--- src/rtl/dcache_controller.sv ---
// dcache_controller: miss sequencer for a direct-mapped write-back write-allocate data cache
// Ports: core request (MemRead, MemWrite, Addr) -> Stall; array lookup (LineValid, LineDirty,
//   TagHit, VictimTag) -> array writes (TagWrite, NewDirty, DataWe, DataSrcMem, WordSel);
//   word-wide memory port (MemReq, MemWe, MemAddr, MemAck).
// Define DCACHE_PERF_EN to add the HitCount/MissCount outputs.
module dcache_controller #(
  parameter int ADDR_W = 32,
  parameter int INDEX_W = 6,
  parameter int LINE_WORDS = 4,
  localparam int WC_W = $clog2(LINE_WORDS),
  localparam int OFF_W = WC_W + 2,
  localparam int TAG_W = ADDR_W - INDEX_W - OFF_W
) (
  input  logic              clk,
  input  logic              rst_n,
  input  logic              MemRead,
  input  logic              MemWrite,
  input  logic [ADDR_W-1:0] Addr,
  input  logic              LineValid,
  input  logic              LineDirty,
  input  logic              TagHit,
  input  logic [TAG_W-1:0]  VictimTag,
  output logic              Stall,
  output logic              TagWrite,
  output logic              NewDirty,
  output logic              DataWe,
  output logic              DataSrcMem,
  output logic [WC_W-1:0]   WordSel,
  output logic              MemReq,
  output logic              MemWe,
  output logic [ADDR_W-1:0] MemAddr,
  input  logic              MemAck
`ifdef DCACHE_PERF_EN
  ,
  output logic [31:0]       HitCount,
  output logic [31:0]       MissCount
`endif
);
  typedef enum logic [1:0] {IDLE, WB, REFILL, UPDATE} state_t;
  state_t state, state_nxt;
  logic [WC_W-1:0] word_cnt;
  logic [ADDR_W-OFF_W-1:0] req_line;
  logic req, hit, miss, wr_hit, last, unused_ok;
  assign req = MemRead | MemWrite;
  assign hit = req & LineValid & TagHit;
  assign miss = req & ~hit;
  assign wr_hit = hit & MemWrite;
  assign last = word_cnt == WC_W'(LINE_WORDS - 1);
  assign unused_ok = ^Addr[1:0];
  always_ff @(posedge clk or negedge rst_n)
    if (!rst_n) state <= IDLE;
    else state <= state_nxt;
  // word_cnt wraps naturally because LINE_WORDS is a power of two
  always_ff @(posedge clk or negedge rst_n)
    if (!rst_n) begin
      word_cnt <= '0;
      req_line <= '0;
    end else if (state == IDLE) begin
      word_cnt <= '0;
      if (miss) req_line <= Addr[ADDR_W-1:OFF_W];
    end else if ((state == WB || state == REFILL) && MemAck) begin
      word_cnt <= word_cnt + 1'b1;
    end
  always_comb begin
    state_nxt = state;
    case (state)
      IDLE:    state_nxt = miss ? (LineValid && LineDirty ? WB : REFILL) : IDLE;
      WB:      state_nxt = MemAck && last ? REFILL : WB;
      REFILL:  state_nxt = MemAck && last ? UPDATE : REFILL;
      default: state_nxt = IDLE;
    endcase
  end
  // outputs are gated by rst_n so everything reads 0 while reset is held
  always_comb begin
    Stall = 1'b0;
    TagWrite = 1'b0;
    NewDirty = 1'b0;
    DataWe = 1'b0;
    DataSrcMem = 1'b0;
    WordSel = '0;
    MemReq = 1'b0;
    MemWe = 1'b0;
    MemAddr = '0;
    if (rst_n)
      case (state)
        IDLE: begin
          Stall = miss;
          DataWe = wr_hit;
          TagWrite = wr_hit;
          NewDirty = wr_hit;
          WordSel = wr_hit ? Addr[OFF_W-1:2] : '0;
        end
        WB: begin
          Stall = 1'b1;
          MemReq = 1'b1;
          MemWe = 1'b1;
          WordSel = word_cnt;
          MemAddr = {VictimTag, req_line[INDEX_W-1:0], word_cnt, 2'b00};
        end
        REFILL: begin
          Stall = 1'b1;
          MemReq = 1'b1;
          DataWe = MemAck;
          DataSrcMem = MemAck;
          WordSel = word_cnt;
          MemAddr = {req_line, word_cnt, 2'b00};
        end
        default: begin
          Stall = 1'b1;
          TagWrite = 1'b1;
        end
      endcase
  end
`ifdef DCACHE_PERF_EN
  // the IDLE cycle right after UPDATE is the replay of a counted miss
  logic replay;
  always_ff @(posedge clk or negedge rst_n)
    if (!rst_n) begin
      replay <= 1'b0;
      HitCount <= '0;
      MissCount <= '0;
    end else begin
      replay <= state == UPDATE;
      if (state == IDLE && hit && !replay) HitCount <= HitCount + 1'b1;
      if (state == IDLE && miss) MissCount <= MissCount + 1'b1;
    end
`endif
endmodule
--- config.mk ---
export PLATFORM = sky130hd
export DESIGN_NAME = dcache_controller
export DESIGN_NICKNAME = d
export VERILOG_FILES = /design/src/rtl/dcache_controller.sv
export SDC_FILE = /design/constraint.sdc
export NUM_CORES = 1
export LEC_CHECK = 0
export ABC_AREA = 1
export CAP_MARGIN = 25
export CORE_MARGIN = 8
export CORE_UTILIZATION = 39
export DETAILED_ROUTE_END_ITERATION = 12
export PLACE_DENSITY_LB_ADDON = 0.15
export SLEW_MARGIN = 20
export SYNTH_ARGS = -nofsm -noshare
export SYNTH_HDL_FRONTEND = slang
export SYNTH_SLANG_ARGS = --single-unit
export TNS_END_PERCENT = 20
--- constraint.sdc ---
create_clock -name clk -period 2.2 [get_ports clk]
set_clock_uncertainty 0.2 [all_clocks]
set_input_delay 0.44 -clock clk [delete_from_list [all_inputs] [get_ports clk]]
set_output_delay 0.44 -clock clk [all_outputs]
set_load 0.01 [all_outputs]
-- Yosys cells after proc, flatten, opt, wreduce, memory -nomap -nowiden
Cells that the tools add are included.
- memory bits (read-only): 0
- bits in writable memories: 0
- output and inout port bits: 41
- bits of input ports: 62
- word-level logic and storage cells: 47
- memories kept: 0
- bits in latches: 0
- flip-flop bits (word level): 32
- divide/modulo/power cells: 0
- magnitude comparators: 0
- add/subtract/negate cells: 1
- shift operators: 0
- mux-type cells: 26
- multipliers: 0
- equal/unequal tests: 3
- bitwise gates (word level): 6
- reductions and logical operators: 8
- operator list (operator ; count):
    $pmux W32 S2 ; 1
    $mux W32 ; 1
    $mux W2 ; 7
    $mux W1 ; 13
    $pmux W2 S3 ; 1
    $and A1 B1 Y1 ; 4
    $eq A2 B2 Y1 const B ; 2
    $pmux W1 S2 ; 2
    $pmux W2 S2 ; 1
    $logic_and A1 B1 Y1 ; 3
    $add A2 B1 Y2 const B ; 1
    $eq A2 B1 Y1 const B ; 1
    $logic_not A2 Y1 ; 1
    $reduce_and A2 Y1 ; 1
    $reduce_bool A2 Y1 ; 1
    $reduce_or A2 Y1 ; 1
    $logic_or A1 B1 Y1 ; 1
    $not A1 Y1 ; 1
    $or A1 B1 Y1 ; 1

-- Longest topological paths before layout
Gate-level depths: netlist of the first run.
- word-level depth: 7
- depth in mapped cells: 7
- depth with buffers taken out: 6

-- Least setup slack after synthesis of the first run
OpenSTA, ideal clock, no wires.
- path type: register -> output
- start point: reg state[0]
- end point: out MemAddr[22]
- path buffers: 2
- arrival: 1.316 ns
- stages on the path, launching flop included: 7
- setup slack: 0.244 ns
- required time: 1.560 ns
- cell sequence: dfrtp_1 > inv_1 > ha_1 > nand2_1 > buf_2 > buf_2 > a21oi_1
- longest elaborated chain between the ends: 3
- elaborated cells on any way between the ends: 4
- those cells by class: eq/ne: 2; mux: 2
- ends and longest elaborated chain (item ; line ; text):
    from (decl) ; 40 ; state_t state, state_nxt;
    from (signal assigned) ; 52 ; else state <= state_nxt;
    $eq A2 B2 Y1 or $eq A2 B1 Y1 (tied branches) ; 85 ; case (state)
    $pmux W32 S2 (*) ; 85 ;
    $mux W32 (*) ; 84 ; if (rst_n)
    to (decl) ; 31 ; output logic [ADDR_W-1:0] MemAddr,
Mark *: on every way between the ends. The rest lies on a longest branch, timed or not.

-- Worst setup path in the final report of the first run
- start point: reg state[1]
- end point: out MemAddr[8]
Same word-level chain as after synthesis.

==> summary.txt, run 1 <==
Run status
  – Status: finished, violations left
  – Violated checks: setup timing

Worst setup path
  – Critical path type: flop to primary output
  – Req. time, crit path: 1.56 ns
  – CP Capture Type: primary output
  – Reg2reg start: state[1]
  – Startpoint type of the worst setup path: flop
  – FF-to-FF path depth: 7
  – Largest fanout on the critical path: 6
  – Arr. time, crit path: 1.62 ns
  – Worst setup path startpoint: state[1]

Floorplan
  – Die X: around 86 um
  – Row Count: 25
  – Num ports: 103
  – Die Y: between 80 and 90 um
  – Core ar.: 4690 um2
  – Initial core utilization: 40.4%
  – Die area: 7350 um2

Clock tree
  – Htree depth: 2
  – Worst-Skew Late Latency: 0.28 ns
  – TritonCTS clock tree: done
  – Max clock buf depth: 2
  – Clock-pin slew on the worst setup and hold paths: 0.07 ns
  – Clock root buffer master: clkbuf_8
  – CTS Buf Count: 5
  – Sink Count: 32

Synth
  – Synth cell count leaders: nand2_1, dfrtp_1, a21oi_1
  – Top-area cell type share of the netlist area: between 40% and 50%
  – Synth area leaders: dfrtp_1, nand2_1, a21oi_1
  – Post-synth EDFFs: 0
  – FF+latch count, synth: 32
  – Synth Area in Simple Gates: 27.5%
  – Post-synth cell types: 24
  – XOR/XNOR share of the synthesized area: 0.462%
  – Syn Area/Cell: 7.18 um2
  – Cell Area, Synth: 1900 um2
  – Yosys warns: 0
  – Prevailing post-synth register cell: dfrtp_1
  – Mux contribution to synthesized area: 0%
  – Synth area leader: dfrtp_1
  – Synth Area in Adders: ~3.3%
  – Compound-Gate Fraction of Synth Area: roughly 17%
  – Syn Inst Count: approximately 260
  – Count leader, synth: nand2_1
  – Sequential area share after synthesis: 42.2%
  – Largest family of logic cells by synthesized area: simple AND/OR/NAND/NOR gates
  – Asr flop ratio synth: 100%

Placement
  – Detailed-placement wirelength estimate: ~4700 um
  – Placer Congestion: around 0.82
  – Post-DP Area: 2970 um2
  – Port Buf Inserts: 98

Drt
  – Vias/cell: 4.85
  – Antenna-violating nets left: 0
  – Drt first-iter violations: 99
  – Wire per inst: between 15 and 20 um
  – Post-Route WL: 6740 um
  – Residual DRC: 0
  – DR vias: about 2.1k
  – Drt first pass iters: 5

Timing
  – Final Setup Violations: 33
  – Endpoints failing hold: 0
  – Tcrit/Tclk final: 103%
  – Peak Freq: between 0.4 and 0.5 GHz
  – Final setup margin: -0.0585 ns
  – Setup_tns: -0.978 ns
  – Max Slew Vio Count: 0
  – RSZ-0062 raised after global routing: true
  – Min cycle time layout: around 2.3 ns

Final layout
  – Ant. Diodes: 0
  – Fin nets: 450
  – Fillers: 414
  – Fin area: 3170 um2
  – Share of layout cells above drive strength 1: about 27%
  – Reg area: 801 um2
  – Layout Area Growth over Synthesis: 67.5%
  – Multi-input gate area: between 1000 and 1500 um2

GRT
  – Grt ovf: 0
  – Vias in the first global route: roughly 2.1k
  – Largest net degree at the start of global routing: 35
  – Antenna violations before repair: 0
  – First-pass GRT wire length: approximately 10000 um
  – GRT Total Usage: 17.8%

Power
  – Peak supply drop: 0.519 mV
  – Overall Power: 3750 uW
  – Leak: ~0.0015 uW
  – Pwr Density: around 1200 nW/um2
  – Combinational Power Share: between 60% and 70%
  – Clock share of power: 11.5%
  – Flop pwr share: a little over a quarter
  – Cell Int Power: 2110 uW
  – NetSw: 1640 uW
  – Switching share of power: 43.6%

Run
  – Maxcap violations: 0

Hold path
  – HP Class: input pin to async pin
-- logic make-up (layout without fill, tap and decap cells) --
family,after synthesis,count (layout)
AOI/OAI and AO/OA,60,60
xor gates and xnor gates,1,1
adders and majority gates,5,5
buffers and inverters,38,156
DFF,32,32
other,1,2
and+or+nand+nor,127,127
-- through the flow --
step,util [%],hold WS (ns),std cells,setup WS [ns]
floorplan,-,-0.0556,265,0.244
global placement,63.4,0.264,418,-0.368
detailed placement,63.4,0.269,418,-0.421
CTS,64.9,0.000240,432,-0.151
global route,67.7,0.0761,437,-0.118
finish,67.7,0.0647,437,-0.0585
-- cells in the final DEF (no fill, tap or decap), types with 3 or more instances in the layout --
cell and n:
nor2_1 4, buf_4 23, nand2_1 106, o21ai_1 11, inv_1 15, clkbuf_8 5, dlygate4sd2_1 3, dfrtp_1 32
inv_2 5, buf_2 35, a21oi_2 5, nor3_2 5, clkdlybuf4s50_1 58, o21ai_0 16, ha_4 3, a21oi_1 24
-- critical path, cell delays in order, from the launching register on --
cell and delay (ns):
dfrtp_1 0.41, inv_2 0.09, ha_4 0.31, nand2_8 0.08, buf_8 0.15, nor3_2 0.14, buf_2 0.15
-- flip-flops by register name (all words and copies together), names as in the netlist --
register / flops
state: 2
word_cnt: 2
req_line: 28
-- power groups by stage --
stage	sequential, uW	combinational, uW	clock, uW
floorplan	973	1140	0
global placement	994	1860	0
detailed placement	1010	1880	0
CTS	995	1930	443
global route	1040	2540	471
finish	1010	2310	432
-- layer usage --
| layer | GRT usage [%] | vias to the layer above | wire [um] |
|---|---|---|---|
| met5 | 0 | - | 0 |
| met4 | 6.69 | 0 | 68 |
| met3 | 4.39 | 5 | 295 |
| met2 | 31.7 | 57 | 3560 |
| met1 | 19.9 | 985 | 2810 |
| li1 | - | 1073 | - |
-- worst paths after layout --
check | end | slack, ns
worst min-delay path | req_line[6] | 0.06
max in group asynchronous | state[1] | 1.11
worst min register to register | req_line[16] | 0.29
worst max-delay path | MemAddr[8] | -0.06
worst max register to register | req_line[5] | 0.32
min in group clk | req_line[16] | 0.29
-- cell type report --
type / count / area share, %
timing repair buffer: 129 / 34.8
clock buffer: 6 / 2.29
multi-input combinational: 195 / 33.1
clock inverter: 1 / 0.158
inverter: 20 / 2.37
sequential: 32 / 25.2
tap: 54 / 2.13
-- what timing repair did --
| action | in CTS | in global routing |
|---|---|---|
| endpoints found under the setup margin | 39 | 39 |
| endpoints found under the hold margin | 4 | 0 |
| hold buffers | 1 | 0 |
| pin swaps | 0 | 8 |
| gates cloned | 0 | 2 |
| setup buffers | 6 | 3 |
| gates resized for setup | 137 | 50 |
Power figures use the tool's default switching activity.
==> inputs of run 2 (changes only) <==
Settings changed: CTS_CLUSTER_SIZE from default to 8.
==> results of run 2 <==
No change in the layout: final DEF, timing and power equal those of run 1.
==> RTL change 1, RTL diff (config.mk and constraints of run 2) <==
Add a define of `DCACHE_PERF_EN`.
--- a/src/rtl/dcache_controller.sv
+++ b/src/rtl/dcache_controller.sv
@@ -3,6 +3,8 @@
 //   TagHit, VictimTag) -> array writes (TagWrite, NewDirty, DataWe, DataSrcMem, WordSel);
 //   word-wide memory port (MemReq, MemWe, MemAddr, MemAck).
 // Define DCACHE_PERF_EN to add the HitCount/MissCount outputs.
+`define DCACHE_PERF_EN
+
 module dcache_controller #(
   parameter int ADDR_W = 32,
   parameter int INDEX_W = 6,
Function (old outputs only; new: HitCount and MissCount): kept (equiv_simple and equiv_induct, registers matched by name and starting in step).
==> RTL change 1 against run 2 <==
The run still ends with setup timing left. Clock power grew to 4.2 times the old value. Total power is 98% higher. Register-to-register slack worse by 70 ps. Area after synthesis grew to 2.8 times the old value. Cell area grew to 2.5 times the old value. Via count grew to 2.5 times the old value. Worst setup slack worse by 59 ps. Sequential cell count is 65 higher. Routed wire length is 150% higher. Fmax is 2.5% lower. Critical endpoint is now MemAddr[29]. Largest power group unchanged. Highest routed layer unchanged.
==> RTL change 1: results (changes against run 2) <==
* Status: finished with violations
* Failing checks: setup timing
* Htree depth at 3 (+1)
* CP Data Arrival Time at 1680 ps (+60 ps)
* Port buffer count at 162 (+65%)
* Pre-CTS setup slack at -555 ps (-133 ps)
* Root buffer cell: clkbuf_16
* Top post-synthesis cells by count: nand2_1 (294), dfrtp_1 (97), nor2_1 (87)
* Largest net degree at the start of global routing at 41 (+17%)
* Pre-antenna DRT Iters at 4 (-1)
* Initial antenna violation count at 1 (+1)
* XOR/XNOR Fraction of Synth Area at 6.35% (+5.9 points)
* Detailed-route wire length at 16.5 mm (+150%)
* Iter 0 DRT Violations at 242 (+140%)
* Register area share after synthesis at 45.1% (+2.9 points)
* First-pass GRT wire length at 27.4 mm (+160%)
* Synth cell types at 29 (+21%)
* Reg2reg path depth at 11 (+4)
* Total CTS buffers at 9 (+4)
* R2r endpoint: MissCount[24]$_DFFE_PN0P_
* DR vias/cell at 4.71 (-2.9%)
* Share of layout cells above drive strength 1 at 16.4% (-11 points)
* Gr usage total at 19.2% (+1.4 points)
* Setup violators final at 35 (+6.1%)
* Clock latency on the worst-skew pair at 350 ps (+70 ps)
* Top cells by area, synth: dfrtp_1 (45%), nand2_1 (21%), nor2_1 (6.1%)
* Static Leakage at 3.76 nW (+140%)
* Synth Area in Compound Gates at 4.12% (-12 points)
* Post-DP HPWL at 12.2 mm (+160%)
* Setup ws final at -118 ps (-59.1 ps)
* Vias in the first global route at 5417 (+160%)
[RTL change 1: area by class of cell]
class | instances | area, um^2
fill | 1316 | 5580
multi-input combinational | 556 | 2760
tap | 180 | 225
clock inverter | 5 | 103
inverter | 75 | 282
timing repair buffer | 221 | 2040
antenna | 1 | 2.50
sequential | 97 | 2430
clock buffer | 11 | 243
[RTL change 1: stage by stage]
stage	setup TNS (ps)	hold slack, ps	cell area, um^2	power, mW	std cells
2_1_floorplan	0	-55.6	5380	3.61	746
3_3_place_gp	-10710	262	7510	4.95	1114
3_5_place_dp	-11910	260	7510	4.98	1114
4_1_cts	-3580	147	8020	7.38	1145
5_1_grt	-5340	175	8090	7.89	1146
6_report	-2840	121	8090	7.42	1146
[RTL change 1: cells by family after synthesis]
family | Yosys count
AOI/OAI and AO/OA | 42
adders and majority gates | 7
buffers and inverters | 93
other | 1
DFF | 97
and+or+nand+nor | 466
xor gates and xnor gates | 39
[RTL change 1: worst max-delay path, cell delays in order (launching register included)]
cell and delay [ps]:
dfrtp_1 390, inv_2 90, buf_6 110, ha_4 150
buf_12 130, buf_16 130, nand2_1 60, a21oi_1 120
buf_2 150
[RTL change 1: power by group through the flow]
| stage | clock (mW) | sequential (mW) | combinational, mW |
|---|---|---|---|
| 2_1_floorplan | 0 | 2.44 | 1.18 |
| 3_3_place_gp | 0 | 2.45 | 2.50 |
| 3_5_place_dp | 0 | 2.45 | 2.53 |
| 4_1_cts | 1.88 | 2.43 | 3.08 |
| 5_1_grt | 1.94 | 2.49 | 3.45 |
| 6_report | 1.82 | 2.45 | 3.15 |
[RTL change 1: repair_timing]
item / CTS / global route
resized for setup: 194 / 28
endpoints found under the hold margin: 22 / 0
pin swaps: 10 / 10
hold buffers: 1 / 0
gates cloned: 4 / 0
setup buffers: 10 / 1
setup endpoints to repair: 39 / 38
[RTL change 1: worst max path at each step]
stage / start / depth (start not counted) / endpoint
2_1_floorplan: state[0]$_DFF_PN0_ / 6 / WordSel[0]
3_3_place_gp: MemWrite / 7 / WordSel[1]
3_5_place_dp: MemWrite / 7 / WordSel[0]
4_1_cts: state[1]$_DFF_PN0_ / 7 / MemAddr[6]
5_1_grt: state[1]$_DFF_PN0_ / 8 / WordSel[0]
6_report: state[0]$_DFF_PN0_ / 8 / MemAddr[29]
[RTL change 1: metal layers]
metal | share of wire, % | track usage, % | wire [um] | vias up
li1 | - | - | - | 2740
met1 | 43 | 22.7 | 7070 | 2501
met2 | 50 | 32.8 | 8220 | 132
met3 | 5.6 | 5.05 | 924 | 23
met4 | 2.0 | 6.86 | 333 | 0
met5 | 0 | 0 | 0 | -
==> RTL change 2, RTL diff (flow settings as in run 2) <==
Without the edit above. Encoding of `state_t`: now one-hot (4 bits for 4 states).
--- a/src/rtl/dcache_controller.sv
+++ b/src/rtl/dcache_controller.sv
@@ -36,7 +36,7 @@
   output logic [31:0]       MissCount
 `endif
 );
-  typedef enum logic [1:0] {IDLE, WB, REFILL, UPDATE} state_t;
+  typedef enum logic [3:0] {IDLE = 4'b0001, WB = 4'b0010, REFILL = 4'b0100, UPDATE = 4'b1000} state_t;
   state_t state, state_nxt;
   logic [WC_W-1:0] word_cnt;
   logic [ADDR_W-OFF_W-1:0] req_line;
Formal check against the unedited RTL: same outputs for any inputs over 10 cycles, from zero or initial values and one cycle with rst_n low; not proved beyond that.
==> RTL change 2 against run 2 <==
The run still ends with setup timing left. Via count is 0.19% higher. Routed wire length shrank 8.4%. Cell area increased by 0.63%. Worst setup slack worse by 18 ps. Fmax fell by 0.78%. First-iteration DRC count decreased by 24%. Sequential cell count grew 2. Synthesized cell count up 4.2%. Final cell count increased by 6.6%. Total power down 19%. Sequential power rose by 8%. Area after synthesis rose by 0.99%. Largest power group unchanged.
==> RTL change 2: results (changes against run 2) <==
* Status: finished with violations
* Failing checks: setup timing
* Wirelength per Cell at 13.2 um (-14%)
* XOR/XNOR Fraction of Synth Area at 0% (-0.46 points)
* Reg2reg path depth at 9 (+2)
* Setup violators final at 22 (-33%)
* Post-DP HPWL at 4.53 mm (-4.4%)
* Share of layout cells above drive strength 1 at 30.1% (+3.2 points)
* Fin nets at 461 (+2.4%)
* Sw frac at 40.5% (-3.2 points)
* Setup TNS Final at -1070 ps (-88.5 ps)
* Top cells by area, synth: dfrtp_1 (43%), nand2_1 (24%), inv_1 (6.7%)
* Reg2reg setup slack at 460 ps (+140 ps)
* Largest net degree at the start of global routing at 23 (-34%)
* Gr usage total at 16.2% (-1.6 points)
* Gate power share at 48.8% (-13 points)
* CP Data Arrival Time at 1640 ps (+20 ps)
* DR vias/cell at 4.56 (-6.0%)
* Post-CTS setup buffers at 0 (-6)
* Worst VDD drop at 0.554 mV (+6.7%)
* R2r endpoint: req_line[12]$_DFFE_PN0P_
* Gpl congestion at 0.818 (about the same)
* Overall power at 3.06 mW (-19%)
* Post-synthesis adder-cell area fraction at 0.654% (-2.6 points)
* Synth Area in Compound Gates at 7.45% (-9.1 points)
* Setup ws final at -76.2 ps (-17.7 ps)
## RTL change 2: cell count changes after synthesis, moves of 3 or more
| cell | change |
|---|---|
| a21oi_1 | -26 |
| inv_1 | +15 |
| nand2_1 | +15 |
| nor2_1 | +15 |
| nand3_1 | +10 |
| buf_2 | -9 |
| o21ai_1 | -9 |
| nor3_1 | -8 |
| o21ai_0 | +6 |
| ha_1 | -4 |
| buf_4 | +3 |
## RTL change 2: critical path: stages (launching register included)
cell and delay [ps]:
dfrtp_2 450, nor2_4 160, nand2_4 80, nor2_4 210, clkbuf_16 200, nand2_2 50
o21ai_2 50, buf_2 150
## RTL change 2: how the worst max path moves through the flow
stage	from	endpoint	slack [ps]	cells after the start
2_1_floorplan	state[3]$_DFF_PN0_	MemAddr[11]	340	4
3_3_place_gp	LineValid	TagWrite	-340	5
3_5_place_dp	LineValid	TagWrite	-360	5
4_1_cts	state[2]$_DFF_PN0_	DataWe	-80	7
5_1_grt	state[3]$_DFF_PN0_	MemAddr[28]	-150	7
6_report	state[3]$_DFF_PN0_	MemAddr[17]	-80	7
## RTL change 2: metrics by stage
stage	worst slack [ps]	cells	hold WS (ps)
2_1_floorplan	343	276	-55.6
3_3_place_gp	-343	454	263
3_5_place_dp	-358	454	265
4_1_cts	-82.6	463	83.1
5_1_grt	-149	466	149
6_report	-76.2	466	134
## RTL change 2: layer usage
metal  routed length [um]  global-route usage (%)  vias up
li1                     -                       -     1074
met1                 2700                    18.5      965
met2                 2870                    26.3       77
met3                  519                    6.69        8
met4                   76                    5.73        0
met5                    0                       0        -
## RTL change 2: final cells by class
class	count	area [um^2]
clock buffer	6	82.6
timing repair buffer	127	1050
tap	67	83.8
inverter	36	136
clock inverter	2	12.5
multi-input combinational	194	971
sequential	34	853
fill	430	1530
